<file path="src/rtl/kamikaze_fetch_aligner.sv">
// Fetch aligner: splits word-aligned fetch data into 16/32-bit RISC-V instructions,
// reassembling 32-bit instructions that straddle two fetch words.
module kamikaze_fetch_aligner #(
    parameter logic [31:0] RESET_PC = 32'h0000_0000
) (
    input  logic        clk_i,
    input  logic        rst_i,
    input  logic        flush_i,
    input  logic [31:0] flush_pc_i,
    input  logic        fetch_valid_i,
    input  logic [31:0] fetch_rdata_i,
    output logic        fetch_ready_o,
    output logic        instr_valid_o,
    output logic [31:0] instr_o,
    output logic [31:0] instr_pc_o,
    output logic        instr_compressed_o,
    input  logic        instr_ready_i
);

    typedef enum logic [1:0] {
        EMPTY = 2'd0,
        WORD  = 2'd1,
        HALF  = 2'd2
    } state_t;

    state_t      state_reg;
    logic [31:0] pc_reg;
    logic [31:0] buf_reg;

    logic word_compressed;
    logic half_compressed;
    logic consume;
    logic accept;

    assign word_compressed = (buf_reg[1:0] != 2'b11);
    assign half_compressed = (buf_reg[17:16] != 2'b11);

    always_comb begin
        instr_valid_o = 1'b0;
        fetch_ready_o = 1'b0;
        instr_o       = buf_reg;
        case (state_reg)
            EMPTY: begin
                fetch_ready_o = 1'b1;
            end
            WORD: begin
                instr_valid_o = 1'b1;
                if (word_compressed) begin
                    instr_o = {16'h0000, buf_reg[15:0]};
                end else begin
                    instr_o       = buf_reg;
                    fetch_ready_o = instr_ready_i;
                end
            end
            HALF: begin
                fetch_ready_o = instr_ready_i;
                if (half_compressed) begin
                    instr_valid_o = 1'b1;
                    instr_o       = {16'h0000, buf_reg[31:16]};
                end else begin
                    // Straddling: the upper half comes straight from the incoming word.
                    instr_valid_o = fetch_valid_i;
                    instr_o       = {fetch_rdata_i[15:0], buf_reg[31:16]};
                end
            end
            default: begin
                instr_valid_o = 1'b0;
            end
        endcase
        if (flush_i || rst_i) begin
            instr_valid_o = 1'b0;
            fetch_ready_o = 1'b0;
        end
    end

    assign instr_compressed_o = (instr_o[1:0] != 2'b11);
    assign instr_pc_o         = pc_reg;
    assign consume            = instr_valid_o && instr_ready_i;
    assign accept             = fetch_valid_i && fetch_ready_o;

    always_ff @(posedge clk_i or posedge rst_i) begin
        if (rst_i) begin
            state_reg <= EMPTY;
            pc_reg    <= RESET_PC;
            buf_reg   <= 32'h0000_0000;
        end else if (flush_i) begin
            state_reg <= EMPTY;
            pc_reg    <= {flush_pc_i[31:1], 1'b0};
            buf_reg   <= 32'h0000_0000;
        end else begin
            case (state_reg)
                EMPTY: begin
                    if (accept) begin
                        buf_reg   <= fetch_rdata_i;
                        state_reg <= pc_reg[1] ? HALF : WORD;
                    end
                end
                WORD: begin
                    if (consume) begin
                        if (word_compressed) begin
                            pc_reg    <= pc_reg + 32'd2;
                            state_reg <= HALF;
                        end else begin
                            pc_reg <= pc_reg + 32'd4;
                            if (accept) begin
                                buf_reg   <= fetch_rdata_i;
                                state_reg <= WORD;
                            end else begin
                                state_reg <= EMPTY;
                            end
                        end
                    end
                end
                HALF: begin
                    if (consume) begin
                        if (half_compressed) begin
                            pc_reg <= pc_reg + 32'd2;
                            if (accept) begin
                                buf_reg   <= fetch_rdata_i;
                                state_reg <= WORD;
                            end else begin
                                state_reg <= EMPTY;
                            end
                        end else begin
                            buf_reg   <= fetch_rdata_i;
                            pc_reg    <= pc_reg + 32'd4;
                            state_reg <= HALF;
                        end
                    end
                end
                default: begin
                    state_reg <= EMPTY;
                end
            endcase
        end
    end

endmodule

</file>
<file path="config.mk">
export PLATFORM = sky130hd
export DESIGN_NAME = kamikaze_fetch_aligner
export DESIGN_NICKNAME = d
export VERILOG_FILES = /design/src/rtl/kamikaze_fetch_aligner.sv
export SDC_FILE = /design/constraint.sdc
export NUM_CORES = 1
export LEC_CHECK = 0
export BUFFER_PORTS_ARGS = -buffer_cell sky130_fd_sc_hd__buf_4
export CAP_MARGIN = 20
export CORE_UTILIZATION = 30
export DETAILED_ROUTE_END_ITERATION = 12
export GPL_ROUTABILITY_DRIVEN = 1
export SYNTH_ARGS = -nofsm -noshare
export SYNTH_HDL_FRONTEND = slang
export SYNTH_SLANG_ARGS = --single-unit
</file>
<file path="constraint.sdc">
create_clock -name clk_i -period 4.39 [get_ports clk_i]
set_input_delay 1.317 -clock clk_i [delete_from_list [all_inputs] [get_ports clk_i]]
set_output_delay 1.317 -clock clk_i [all_outputs]
set_load 0.005 [all_outputs]
</file>
==> results.cfg <==
[critical_path]
cp_max_fo = 58
crit_type = in -> out
cp.arrival_ns = 2.31
crit_chain = buf_4, a2111oi_0, buf_4
slowest_stage = a2111oi_0
crit_path_frequent_cell = buf_4
critPathLaunchType = input pin
critPathCaptureType = output port
worstPathRequired_ns = 3.07
r2r_cells = 8
slowest_delay_ns = 0.51

[die]
die_area_sq_mm = 0.0132
die_h_um = 115
io_pins = 136
floorplan.initialDensity_pct = 31.4
rows = 40
fp.coreArea_sq_mm = 0.0122
die_width_um = 115

[route]
ant_nets = 0
wl_um = 11500
drcViolationCount = 0
post_drt_wl_per_cell_um = 16.6
vias = 3678
dr.pass1.iters = 4
drt-vias-per-instance = 5.33
drt-initial-drc-count = 213

[timing]
period_share_pct = 82.7
rsz0062_at_grt = no
fin_crit_ns = 3.63
fin_tns_setup_ns = 0
timing.fmax_mhz = 275
slew_viol_final = 0
setup_viol_count_final = 0
tightestPinTransition_ns = 0.742
clock_skew_ns = 0.00543
maxSlewHeadroom_pct = 50.5
hold_viol_final = 0

[layout]
area_growth_pct = 38.3
layout_commonest_cell = buf_4
final_cell_area_sq_mm = 0.00530
final_cell_mix = buf_4, dfrtp_1, a22o_1
drive_above_1_share_pct = 33.7
largest_register_ffs = 32
num-nets-final = 592
final_util_pct = 43.4
n_antenna_cell = 0
fillCellCount = 1216
multiInputGateArea_sq_mm = 0.00203
layout.area.seq_sq_mm = 0.00163

[clock_tree]
cts_hold_buf = 0
cts_made_buffers = 9
cts_sinks = 65
htree_levels = 3
path_clk_slew_ns = 0.05
post_cts_buffers = 0
cts_buffer_depth = 2
clk_latency_ns = 0.32
cts_tree = yes
cts_resized = 0
clockRootBuffer = clkbuf_16

[power_and_ir_drop]
peakVddDrop_v = 0.000171
power_density_mw_per_mm2 = 448
p_leak_nw = 2.39

[global_route]
antenna_found_initial = 0
grt_pass1_wl_um = 18300
overflow = 0
grt_pass1_vias = 3628
grt_max_degree = 59
grt_use_total_pct = 17.8

[placement]
portBuffers = 133
placed_area_sq_mm = 0.00498
hpwl_um = 8080
gp_congestion = 0.839

[logic_synthesis]
ys_types = 57
synth_edf_count = 0
synth_cells = 395
ys_seq_area_share_pct = 42.4
postSynth.asyncResetShare_pct = 100
avgSynthCellArea_sq_um = 9.70
ys.flop_type = dfrtp_1
syn_nets = 470
ys_warn_count = 0
netlist_area_sq_mm = 0.00383
synth_seq_cells = 65

[hold_path]
holdPathStages = 1
hp-class = reg -> reg

[status]
outcome = completed

[job]
maxCapViolations = 0
## stage by stage
stage	cells	setup slack, ns	hold WS [ns]	power (mW)
finish	690	0.760	0.502	2.37
global route	690	0.578	0.521	2.51
CTS	689	0.736	0.503	2.40
detailed placement	673	0.737	0.486	1.64
global placement	673	0.685	0.483	1.63
floorplan	395	0.920	0.467	1.30
## worst max-delay path: cells and delay by family
family | cells | cell delay (ns)
AO/OA/AOI/OAI | 1 | 0.51
buffers and inverters | 2 | 0.47
## cell usage after synthesis (2+ instances only)
cell type,instances,area (sq um)
dfrtp_1,65,1630
a22o_1,61,534
nand2_1,29,109
clkbuf_1,23,86.3
nor2_1,19,71.3
o21ai_0,19,95.1
inv_1,15,56.3
xnor2_1,15,131
nand3_1,12,60.1
nand4_1,11,68.8
nor3_1,10,50.1
nor4_1,8,50.1
a21oi_1,7,35.0
a2111oi_0,6,52.6
a31oi_1,6,37.5
and4_1,6,52.6
ha_1,6,75.1
and3_1,5,31.3
nor2b_1,5,31.3
a211oi_1,4,30.0
buf_2,4,20.0
or4_1,4,30.0
mux2_2,3,33.8
nand3b_1,3,22.5
o21a_1,3,22.5
a2111oi_4,2,55.1
a211o_1,2,17.5
a21bo_2,2,20.0
a221o_1,2,20.0
a221oi_1,2,17.5
a2bb2oi_1,2,17.5
a311oi_1,2,17.5
a31o_2,2,17.5
buf_1,2,7.51
nand2b_1,2,12.5
nand4_2,2,25.0
nor3b_1,2,15.0
o211ai_1,2,15.0
or2_2,2,12.5
## report_power, final
group / leakage (nW) / internal [mW] / switching, mW / total (mW)
sequential: 0.831 / 0.692 / 0.104 / 0.796
combinational: 1.40 / 0.389 / 0.449 / 0.839
clock: 0.153 / 0.486 / 0.252 / 0.738
total: 2.39 / 1.57 / 0.806 / 2.37
## metal layers
metal	global-route usage (%)	part of all wire [%]
met5	0	0
met4	7.19	0.80
met3	5.32	8.3
met2	28.0	45
met1	22.8	46
## final cells by class
class                      count  area share, %
clock buffer                  14           5.17
clock inverter                 2          0.661
inverter                      16           1.13
multi-input combinational    283           38.3
sequential                    65           30.7
tap                          168           3.97
timing repair buffer         142           20.1
## cells by family after synthesis
| group | synth area share [%] |
|---|---|
| AO/OA/AOI/OAI | 27.8 |
| XOR/XNOR | 3.66 |
| buffers and inverters | 5.03 |
| multiplexers | 1.14 |
| adder cells (fa/ha/maj) | 1.96 |
| AND/OR/NAND/NOR | 17.9 |
| other | 0.0978 |
| flip-flops | 42.4 |
## worst paths after layout
path	start	endpoint	slack (ns)
max	flush_i	fetch_ready_o	0.76
min in group asynchronous	rst_i	buf_reg[16]	1.08
min	buf_reg[5]	buf_reg[5]	0.50
max in group asynchronous	rst_i	instr_pc_o[28]	2.59
min reg2reg	buf_reg[5]	buf_reg[5]	0.50
max reg2reg	state_reg[0]	instr_pc_o[7]	1.63
(Power assumes the default switching activity.)
